$ cat config.mk
export PLATFORM = sky130hd
export DESIGN_NAME = uart_rx_core
export DESIGN_NICKNAME = d
export VERILOG_FILES = /design/src/rtl/uart_pkg.sv /design/src/rtl/uart_rx_fifo.sv /design/src/rtl/uart_rx_core.sv
export SDC_FILE = /design/constraint.sdc
export NUM_CORES = 1
export LEC_CHECK = 0
export ABC_AREA = 0
export ABC_CLOCK_PERIOD_IN_PS = 5050
export BUFFER_PORTS_ARGS = -buffer_cell sky130_fd_sc_hd__buf_2
export CAP_MARGIN = 15
export CORE_ASPECT_RATIO = 0.6
export CORE_MARGIN = 3
export CORE_UTILIZATION = 35
export DETAILED_ROUTE_END_ITERATION = 10
export GPL_TIMING_DRIVEN = 0
export SETUP_SLACK_MARGIN = 0.05
export SYNTH_ARGS = -nofsm -noshare
export SYNTH_HDL_FRONTEND = slang
export SYNTH_SLANG_ARGS = --single-unit
$ cat constraint.sdc
create_clock -name clk -period 5.05 [get_ports clk]
set_input_delay 0.7575 -clock clk [delete_from_list [all_inputs] [get_ports clk]]
set_output_delay 0.7575 -clock clk [all_outputs]
set_load 0.005 [all_outputs]
$ cat src/rtl/uart_pkg.sv
// Shared types and constants for the UART receive path.
package uart_pkg;

    // Smallest usable bit period; three-point majority sampling needs room
    // for counts h-1, h and h+1 inside one bit.
    localparam int unsigned MIN_DIV = 4;

    typedef enum logic [2:0] {
        ST_IDLE,
        ST_START,
        ST_DATA,
        ST_PARITY,
        ST_STOP1,
        ST_STOP2,
        ST_PUSH
    } rx_state_e;

    // cfg_data_bits encoding
    typedef enum logic [1:0] {
        DBITS_5 = 2'b00,
        DBITS_6 = 2'b01,
        DBITS_7 = 2'b10,
        DBITS_8 = 2'b11
    } data_bits_e;

    // Index of the final data bit for a given encoding (5 bits -> 4, 8 bits -> 7).
    function automatic logic [2:0] last_bit_idx(input data_bits_e db);
        return 3'd4 + {1'b0, db};
    endfunction

endpackage

$ cat src/rtl/uart_rx_fifo.sv
// Show-ahead receive FIFO; a write into a full FIFO is accepted only when a
// pop frees a slot in the same cycle.
module uart_rx_fifo
    import uart_pkg::*;
#(
    parameter int FIFO_DEPTH = 16
) (
    input  logic                          clk,
    input  logic                          rst,
    input  logic                          wr_en,
    input  logic [7:0]                    wr_data,
    input  logic                          rd_en,
    output logic [7:0]                    rd_data,
    output logic [$clog2(FIFO_DEPTH):0]   count,
    output logic                          full,
    output logic                          empty
);

    localparam int AW = $clog2(FIFO_DEPTH);

    logic [7:0]    mem_q [FIFO_DEPTH];
    logic [AW-1:0] wr_ptr_q;
    logic [AW-1:0] rd_ptr_q;
    logic [AW:0]   count_q;
    logic          do_rd;
    logic          do_wr;

    assign empty   = (count_q == '0);
    assign full    = (count_q == (AW+1)'(FIFO_DEPTH));
    assign do_rd   = rd_en && !empty;
    assign do_wr   = wr_en && (!full || do_rd);
    assign count   = count_q;
    assign rd_data = empty ? 8'h00 : mem_q[rd_ptr_q];

    // Pointers wrap naturally at the power-of-two depth; count tracks occupancy.
    always_ff @(posedge clk) begin
        if (rst) begin
            wr_ptr_q <= '0;
            rd_ptr_q <= '0;
            count_q  <= '0;
        end else begin
            if (do_wr) wr_ptr_q <= wr_ptr_q + AW'(1);
            if (do_rd) rd_ptr_q <= rd_ptr_q + AW'(1);
            unique case ({do_wr, do_rd})
                2'b10:   count_q <= count_q + (AW+1)'(1);
                2'b01:   count_q <= count_q - (AW+1)'(1);
                default: count_q <= count_q;
            endcase
        end
    end

    // Storage write port.
    // NOTE: the storage array has no reset; rd_data is forced to zero while
    // empty, so stale contents are never observable.
    always_ff @(posedge clk) begin
        if (do_wr) mem_q[wr_ptr_q] <= wr_data;
    end

endmodule

$ cat src/rtl/uart_rx_core.sv
// UART receiver: input synchroniser, oversampling bit timer with three-point
// majority vote, frame FSM with parity/stop checks, and a receive FIFO.
module uart_rx_core
    import uart_pkg::*;
#(
    parameter int FIFO_DEPTH  = 16,
    parameter int DIV_W       = 32,
    parameter int SYNC_STAGES = 2
) (
    input  logic                          clk,
    input  logic                          rst,
    input  logic [DIV_W-1:0]              clk_div,
    input  logic [1:0]                    cfg_data_bits,
    input  logic                          cfg_parity_en,
    input  logic                          cfg_parity_odd,
    input  logic                          cfg_stop2,
    input  logic                          rx,
    input  logic                          rd_en,
    output logic [7:0]                    rd_data,
    output logic                          rd_valid,
    output logic [$clog2(FIFO_DEPTH):0]   fifo_count,
    output logic                          fifo_full,
    output logic                          frame_err,
    output logic                          parity_err,
    output logic                          overrun,
    output logic                          busy
);

    logic [SYNC_STAGES-1:0] sync_q;
    logic                   rxs;

    rx_state_e              state_q;
    logic [DIV_W-1:0]       cnt_q;
    logic [DIV_W-1:0]       div_q;
    logic [2:0]             bit_idx_q;
    logic [2:0]             last_idx_q;
    logic [7:0]             data_q;
    logic                   par_en_q;
    logic                   par_odd_q;
    logic                   stop2_q;
    logic                   perr_q;
    logic                   ferr_q;
    logic                   s0_q;
    logic                   s1_q;
    logic                   frame_err_q;
    logic                   parity_err_q;
    logic                   overrun_q;

    logic [DIV_W-1:0]       div_in;
    logic [DIV_W-1:0]       half;
    logic                   at_pre;
    logic                   at_mid;
    logic                   at_decide;
    logic                   at_end;
    logic                   maj;
    logic                   fifo_empty;
    logic                   fifo_ok;
    logic                   wr_en;

    assign rxs       = sync_q[SYNC_STAGES-1];
    assign div_in    = (clk_div < DIV_W'(MIN_DIV)) ? DIV_W'(MIN_DIV) : clk_div;
    assign half      = div_q >> 1;
    assign at_pre    = (cnt_q == half - DIV_W'(1));
    assign at_mid    = (cnt_q == half);
    assign at_decide = (cnt_q == half + DIV_W'(1));
    assign at_end    = (cnt_q == div_q - DIV_W'(1));
    assign maj       = (s0_q & s1_q) | (s0_q & rxs) | (s1_q & rxs);

    assign rd_valid  = !fifo_empty;
    // A full FIFO still accepts the byte when a pop retires the head this cycle.
    assign fifo_ok   = !fifo_full || (rd_en && rd_valid);
    assign wr_en     = (state_q == ST_PUSH) && !ferr_q && !perr_q && fifo_ok;

    assign busy       = state_q inside {ST_START, ST_DATA, ST_PARITY, ST_STOP1, ST_STOP2};
    assign frame_err  = frame_err_q;
    assign parity_err = parity_err_q;
    assign overrun    = overrun_q;

    // Metastability synchroniser; resets to the idle line level.
    always_ff @(posedge clk) begin
        if (rst) sync_q <= '1;
        else     sync_q <= {sync_q[SYNC_STAGES-2:0], rx};
    end

    // Capture the two early votes; the third is the live rxs at the decision count.
    always_ff @(posedge clk) begin
        if (rst) begin
            s0_q <= 1'b1;
            s1_q <= 1'b1;
        end else begin
            if (at_pre) s0_q <= rxs;
            if (at_mid) s1_q <= rxs;
        end
    end

    // Frame FSM with bit timer, data assembly, error flags and registered pulses.
    // NOTE: every assignment here is non-blocking, so all branches read the
    // pre-edge values of the registers regardless of statement order.
    always_ff @(posedge clk) begin
        if (rst) begin
            state_q      <= ST_IDLE;
            cnt_q        <= '0;
            div_q        <= DIV_W'(MIN_DIV);
            bit_idx_q    <= '0;
            last_idx_q   <= 3'd7;
            data_q       <= '0;
            par_en_q     <= 1'b0;
            par_odd_q    <= 1'b0;
            stop2_q      <= 1'b0;
            perr_q       <= 1'b0;
            ferr_q       <= 1'b0;
            frame_err_q  <= 1'b0;
            parity_err_q <= 1'b0;
            overrun_q    <= 1'b0;
        end else begin
            frame_err_q  <= 1'b0;
            parity_err_q <= 1'b0;
            overrun_q    <= 1'b0;
            cnt_q        <= at_end ? '0 : cnt_q + DIV_W'(1);

            unique case (state_q)
                ST_IDLE: begin
                    cnt_q <= '0;
                    if (!rxs) begin
                        state_q    <= ST_START;
                        div_q      <= div_in;
                        last_idx_q <= last_bit_idx(data_bits_e'(cfg_data_bits));
                        par_en_q   <= cfg_parity_en;
                        par_odd_q  <= cfg_parity_odd;
                        stop2_q    <= cfg_stop2;
                        bit_idx_q  <= '0;
                        data_q     <= '0;
                        perr_q     <= 1'b0;
                        ferr_q     <= 1'b0;
                    end
                end
                ST_START: begin
                    if (at_decide && maj) state_q <= ST_IDLE;
                    else if (at_end)      state_q <= ST_DATA;
                end
                ST_DATA: begin
                    if (at_decide) data_q[bit_idx_q] <= maj;
                    if (at_end) begin
                        if (bit_idx_q == last_idx_q)
                            state_q <= par_en_q ? ST_PARITY : ST_STOP1;
                        else
                            bit_idx_q <= bit_idx_q + 3'd1;
                    end
                end
                ST_PARITY: begin
                    if (at_decide && (maj != (^data_q ^ par_odd_q))) perr_q <= 1'b1;
                    if (at_end) state_q <= ST_STOP1;
                end
                ST_STOP1: begin
                    if (at_decide && !maj) ferr_q <= 1'b1;
                    if (at_decide && !stop2_q)    state_q <= ST_PUSH;
                    else if (at_end && stop2_q)   state_q <= ST_STOP2;
                end
                ST_STOP2: begin
                    if (at_decide) begin
                        if (!maj) ferr_q <= 1'b1;
                        state_q <= ST_PUSH;
                    end
                end
                ST_PUSH: begin
                    state_q      <= ST_IDLE;
                    frame_err_q  <= ferr_q;
                    parity_err_q <= !ferr_q && perr_q;
                    overrun_q    <= !ferr_q && !perr_q && !fifo_ok;
                end
                default: state_q <= ST_IDLE;
            endcase
        end
    end

    uart_rx_fifo #(
        .FIFO_DEPTH (FIFO_DEPTH)
    ) u_fifo (
        .clk     (clk),
        .rst     (rst),
        .wr_en   (wr_en),
        .wr_data (data_q),
        .rd_en   (rd_en),
        .rd_data (rd_data),
        .count   (fifo_count),
        .full    (fifo_full),
        .empty   (fifo_empty)
    );

endmodule

==> flow_summary.json, run 1 <==
{
  "status": "completed",
  "p_leak_nw": 5.185,
  "yosys_register_bits": 237,
  "yosysSeqAreaShare": 0.4657,
  "area_growth_pct": 13.96,
  "fin_crit_ns": 4.830,
  "met2_length_um": 15170,
  "dr.pass1.iters": 5,
  "routed_wl_um": 42790,
  "hp-class": "flip-flop to flip-flop",
  "r2r_start": "div_q[2]$_SDFFE_PP1P_",
  "nFillCells": 3409,
  "viasPerCell": 5.794,
  "async_flop_share": 0,
  "synth_area_leaders": "edfxtp_1 (30%), dfxtp_1 (17%), mux4_2 (7.1%)",
  "synth_top_flop_cell": "edfxtp_1",
  "max_slew_margin": 0.2384,
  "synth_edf_count": 128,
  "initialDrtViolationCount": 1481,
  "cap_violations": 0,
  "setup_violations": 0,
  "wl_met3_um": 5730,
  "clock_tree.root_cell": "clkbuf_16",
  "cts_sinks": 237,
  "fp-row-count": 53,
  "dpl-instance-area_mm2": 0.01384,
  "r2r_slack_ns": 0.22,
  "dr.max_layer_used": "met4",
  "critPathKind": "flip-flop to flip-flop",
  "fmax_mhz": 207.1,
  "rsz0062_at_grt": "false",
  "die_w_um": 254.2,
  "yosys-top-cells-count": "edfxtp_1 (128), nor2_1 (126), dfxtp_1 (109), nand2_1 (84), xor2_1 (84)",
  "tightest_slew_ns": 1.134,
  "worstPathRequired_ns": 5.46,
  "drive_gt1_frac": 0.1456,
  "wl_met1_um": 20930,
  "hold-worst-slack_ns": 0.4125,
  "fin_area_mm2": 0.01475,
  "numPortBuffers": 58,
  "fin_crit_sh": 0.9564,
  "p_per_area_mw_per_mm2": 316.7,
  "final_util": 0.4125,
  "grt_pass1_vias": 9438,
  "synth.distinct_cells": 77,
  "yosysWarnings": 0,
  "antenna_left": 0,
  "post_cts_buffers": 0,
  "clock_latency_ns": 0.55,
  "min_from": "sync_q[0]$_SDFF_PP1_",
  "arrival_ns": 5.24,
  "gp_congestion": 1.003,
  "track_usage": 0.2147,
  "overflow": 0,
  "endpoint_kind": "flip-flop",
  "synthMostInstantiatedCell": "edfxtp_1",
  "avgSynthCellArea_um2": 10.48,
  "regArea_mm2": 0.006026,
  "ir_drop_mv": 0.1862,
  "yosys.area.top_type": "edfxtp_1",
  "grt_max_degree": 19,
  "coreArea_mm2": 0.03574,
  "clkTransAtPathRegs_ns": 0.07,
  "setup.worst_path.start_class": "flip-flop",
  "antenna_found_initial": 2,
  "dieArea_mm2": 0.03939,
  "hold_buffers": 0,
  "synth_area_mm2": 0.01294,
  "initial_core_util": 0.3620,
  "grt_pass1_wl_um": 62760,
  "syn-instance-count": 1235,
  "cts_tree": "yes",
  "finalClockSkew_ns": 0.02158,
  "finalNetCount": 1383,
  "drv_slew": 0,
  "critical_path.max_fanout": 10,
  "hpwlAfterDp_um": 32710,
  "numCtsBuffers": 26,
  "dieHeight_um": 154.9,
  "yosysTopAreaCellShare": 0.2971,
  "ios": 60,
  "h-tree-depth": 1,
  "drc": 0,
  "multi_input_area_mm2": 0.006434,
  "avgRoutedWirePerCell_um": 23.59,
  "tns_ns": 0,
  "clockBufferDepth": 3,
  "finalHoldViolations": 0,
  "cp-startpoint": "div_q[2]$_SDFFE_PP1P_",
  "dr_total_vias": 10511,
  "synth_nets": 1292
}
==> critical path, cell delays in order (launching register included) <==
cell and delay, ns:
dfxtp_1 0.36, clkbuf_2 0.22, inv_1 0.14, ha_1 0.28, nor3b_4 0.42, nand4_2 0.42
nor2_2 0.37, or4b_1 0.46, a2111oi_0 0.49, nand4_1 0.32, nor4_4 0.44, or3_1 0.17
buf_2 0.20, buf_4 0.31, nor2_1 0.09
==> cells in the final DEF (no fill, tap or decap), drive strengths merged, types with 30 or more instances in the layout <==
master | netlist | layout
nand2 | 84 | 84
xnor2 | 71 | 71
dfxtp | 109 | 109
nand4 | 39 | 39
buf | 32 | 94
xor2 | 84 | 84
inv | 26 | 30
clkbuf | 61 | 90
nor3 | 40 | 40
nand3 | 38 | 38
edfxtp | 128 | 128
nor4 | 34 | 34
mux4 | 41 | 41
nor2 | 127 | 127
==> cells by family after synthesis <==
| group | count (synthesis) | synth area share |
|---|---|---|
| flops | 237 | 0.4657 |
| mux | 59 | 0.08597 |
| fa+ha+maj | 16 | 0.01605 |
| simple gates | 478 | 0.1961 |
| buf+inv | 119 | 0.03771 |
| xor+xnor | 155 | 0.1049 |
| compound gates | 171 | 0.09351 |
==> through the flow <==
stage,setup slack (ns),total power [mW],instances
after global routing,0.1018,4.827,1814
final,0.2204,4.670,1814
after CTS,0.2214,4.680,1812
after global placement,0.1847,2.706,1760
after detailed placement,0.2588,2.705,1764
after floorplan,1.670,2.501,1235
==> flip-flops by register name (all words and copies together), names as in the netlist, 2 cells and up, named ones only <==
name / cells
bit_idx_q: 3
cnt_q: 32
data_q: 8
div_q: 32
last_idx_q: 2
state_q: 3
sync_q: 2
u_fifo.count: 5
u_fifo.mem_q: 128
u_fifo.rd_ptr_q: 4
u_fifo.wr_ptr_q: 4
==> path summary, 6_finish.rpt <==
kind                                              to  cells past startpoint
worst max-delay path            cnt_q[31]$_SDFF_PP0_                     14
worst min-delay path            sync_q[1]$_SDFF_PP1_                      1
worst max register to register  cnt_q[31]$_SDFF_PP0_                     14
worst min register to register  sync_q[1]$_SDFF_PP1_                      1
==> area by class of cell <==
type | count | share of cell area
Multi-Input combinational cell | 879 | 0.4363
Inverter | 26 | 0.006619
Clock inverter | 20 | 0.01426
Antenna cell | 1 | 0.0001697
Tap cell | 467 | 0.03963
Timing Repair Buffer | 63 | 0.02172
Sequential cell | 237 | 0.4087
Clock buffer | 28 | 0.04608
Buffer | 93 | 0.02656
==> report_power, final <==
part           internal [mW]  leakage (nW)  switching (mW)
Combinational          0.211          2.70           0.424
Clock                   1.14         0.415           0.833
Sequential              2.04          2.07          0.0237
Total                   3.39          5.19            1.28
==> layer usage <==
layer | vias to the layer above | track usage
met2 | 533 | 0.2542
met3 | 53 | 0.07034
li1 | 4736 | -
met5 | - | 0
met1 | 5189 | 0.3567
met4 | 0 | 0.05098
==> what timing repair did <==
item	CTS	global route
hold endpoints to repair	0	0
gates resized for setup	0	3
endpoints found under the setup margin	0	31
(Power assumes the default switching activity.)
==> inputs of run 2 (changes only) <==
Settings changed: ABC_CLOCK_PERIOD_IN_PS 5050 to 4370, CELL_PAD_IN_SITES_DETAIL_PLACEMENT set to 2, CELL_PAD_IN_SITES_GLOBAL_PLACEMENT set to 2, PLACE_DENSITY_LB_ADDON set to 0.1.
Clock period 5.05 ns to 4.37 ns, I/O delays scaled along.
==> flow_summary.json, run 2 (synthesized netlist as in run 1, its figures left out) <==
{
  "final_common_cell": "edfxtp_1",
  "hp-class": "primary input to flip-flop",
  "finalHoldViolations": 0,
  "setup.worst_path.start_class": "flip-flop",
  "critPathKind": "flip-flop to flip-flop",
  "cts_tree": "yes",
  "antenna_left": 0,
  "coreArea_mm2": 0.03574,
  "dpl-instance-area_mm2": 0.01382,
  "die_w_um": 254.2,
  "clock_tree.root_cell": "clkbuf_16",
  "drive_gt1_frac": 0.1543,
  "endpoint_kind": "flip-flop",
  "r2r_slack_ns": 0.24,
  "overflow": 0,
  "finalNetCount": 1386,
  "initial_core_util": 0.3620,
  "grt_pass1_vias": 10940,
  "top_register": "u_fifo.mem_q",
  "cts_sinks": 237,
  "fp-row-count": 53,
  "numPortBuffers": 58,
  "cap_violations": 0,
  "clockBufferDepth": 3,
  "p_leak_nw": 5.213,
  "rsz0062_at_grt": "false",
  "max_stage_delay_ns": 0.71,
  "fmax_mhz": 241.8,
  "worst_hold_path.num_cells": 2,
  "dieHeight_um": 154.9,
  "h-tree-depth": 1,
  "initialDrtViolationCount": 1001,
  "track_usage": 0.2454,
  "grt_max_degree": 19,
  "viasPerCell": 5.861,
  "status": "completed",
  "n_antenna_cell": 0,
  "p_per_area_mw_per_mm2": 363.7,
  "routed_wl_um": 48180,
  "crit_chain": "buf_2, nor3_1, nand2_1, xnor2_1, nand4_1, or4_1, nor3_1, o2111ai_1, nor4_2, nor2b_1, a211o_1",
  "gp_congestion": 0.9241,
  "fin_area_mm2": 0.01480,
  "numCtsBuffers": 25,
  "drc": 0,
  "hpwlAfterDp_um": 37370,
  "ios": 60,
  "whs_endpoint": "sync_q[0]$_SDFF_PP1_",
  "hold_buffers": 0,
  "critical_path.max_fanout": 10,
  "avgRoutedWirePerCell_um": 26.55,
  "clock_latency_ns": 0.56,
  "dr.pass1.iters": 5,
  "r2r_start": "div_q[5]$_SDFFE_PP0P_",
  "min_from": "rx",
  "cpMaxStageDelayCell": "nor3_1",
  "ff2ff_path_depth": 11,
  "antenna_found_initial": 0,
  "dieArea_mm2": 0.03939,
  "hold-worst-slack_ns": 0.2867,
  "finalClockSkew_ns": 0.01262,
  "fin_crit_ns": 4.135,
  "dr_total_vias": 10638,
  "largest_reg_flops": 128,
  "setup_violations": 0,
  "worstPathRequired_ns": 4.81,
  "fin_crit_sh": 0.9462,
  "clkTransAtPathRegs_ns": 0.07,
  "grt_pass1_wl_um": 72370,
  "max_slew_margin": 0.2214,
  "ir_drop_mv": 0.3023,
  "arrival_ns": 4.57,
  "drv_slew": 0,
  "tightest_slew_ns": 1.159,
  "reg_top3": "u_fifo.mem_q (128), cnt_q (32), div_q (32)",
  "area_growth_pct": 14.35,
  "r2r_end": "s0_q$_SDFFE_PP1N_",
  "crit_top_cell": "nor3_1",
  "final_cell_mix": "edfxtp_1 (128), nor2_1 (126), dfxtp_1 (108)"
}
[run 2: per-layer routing]
layer,part of all wire,global-route usage,vias to the layer above
met2,0.37,0.3123,364
met5,0,0,-
met1,0.53,0.4140,5502
met4,0.0099,0.03135,0
li1,-,-,4742
met3,0.087,0.05798,30
[run 2: repair_timing]
| action | 4_1_cts | 5_1_grt |
|---|---|---|
| pin swaps | 1 | 0 |
| gates resized for setup | 5 | 19 |
| cloned | 0 | 0 |
| setup endpoints to repair | 39 | 51 |
| setup buffers | 3 | 3 |
[run 2: through the flow]
step	power (mW)	util	std cells	TNS, ns	setup WS (ns)
final	5.382	0.4139	1815	0	0.2351
after detailed placement	3.157	0.3866	1760	-24.22	-0.7318
after global placement	3.139	0.3865	1760	-22.78	-0.6843
after global routing	5.594	0.4139	1815	0	0.07221
after floorplan	2.890	-	1235	0	0.9904
after CTS	5.394	0.4114	1809	0	0.06442
[run 2: power by group]
group          leakage (nW)  switching [mW]  total [mW]  internal, mW
logic                  2.75           0.526       0.777         0.251
clock network         0.400           0.965        2.22          1.26
registers              2.07          0.0317        2.38          2.35
total                  5.21            1.52        5.38          3.86
[run 2: worst max-delay path by stage]
| stage | slack (ns) | end | start |
|---|---|---|---|
| floorplan | 0.99 | cnt_q[0]$_SDFF_PP0_ | div_q[2]$_SDFFE_PP1P_ |
| global placement | -0.68 | cnt_q[5]$_SDFF_PP0_ | div_q[2]$_SDFFE_PP1P_ |
| detailed placement | -0.73 | cnt_q[7]$_SDFF_PP0_ | div_q[2]$_SDFFE_PP1P_ |
| CTS | 0.06 | cnt_q[3]$_SDFF_PP0_ | div_q[2]$_SDFFE_PP1P_ |
| global route | 0.07 | rd_data[2] | flip-flop |
| finish | 0.24 | s0_q$_SDFFE_PP1N_ | div_q[5]$_SDFFE_PP0P_ |
[run 2: cell type report]
class,count,area [um^2]
Sequential cell,237,6027
Inverter,26,97.59
Clock buffer,35,703.2
Buffer,93,399.1
Clock inverter,11,133.9
Timing Repair Buffer,67,350.3
Multi-Input combinational cell,879,6500
Fill cell,3771,20950
Tap cell,467,584.3
[run 2: worst max-delay path, delay by kind of cell (launching register included)]
family / cells / cell delay [ns]
compound gates: 2 / 0.58
xor+xnor: 1 / 0.23
flops: 1 / 0.39
simple gates: 7 / 2.57
buf+inv: 1 / 0.24
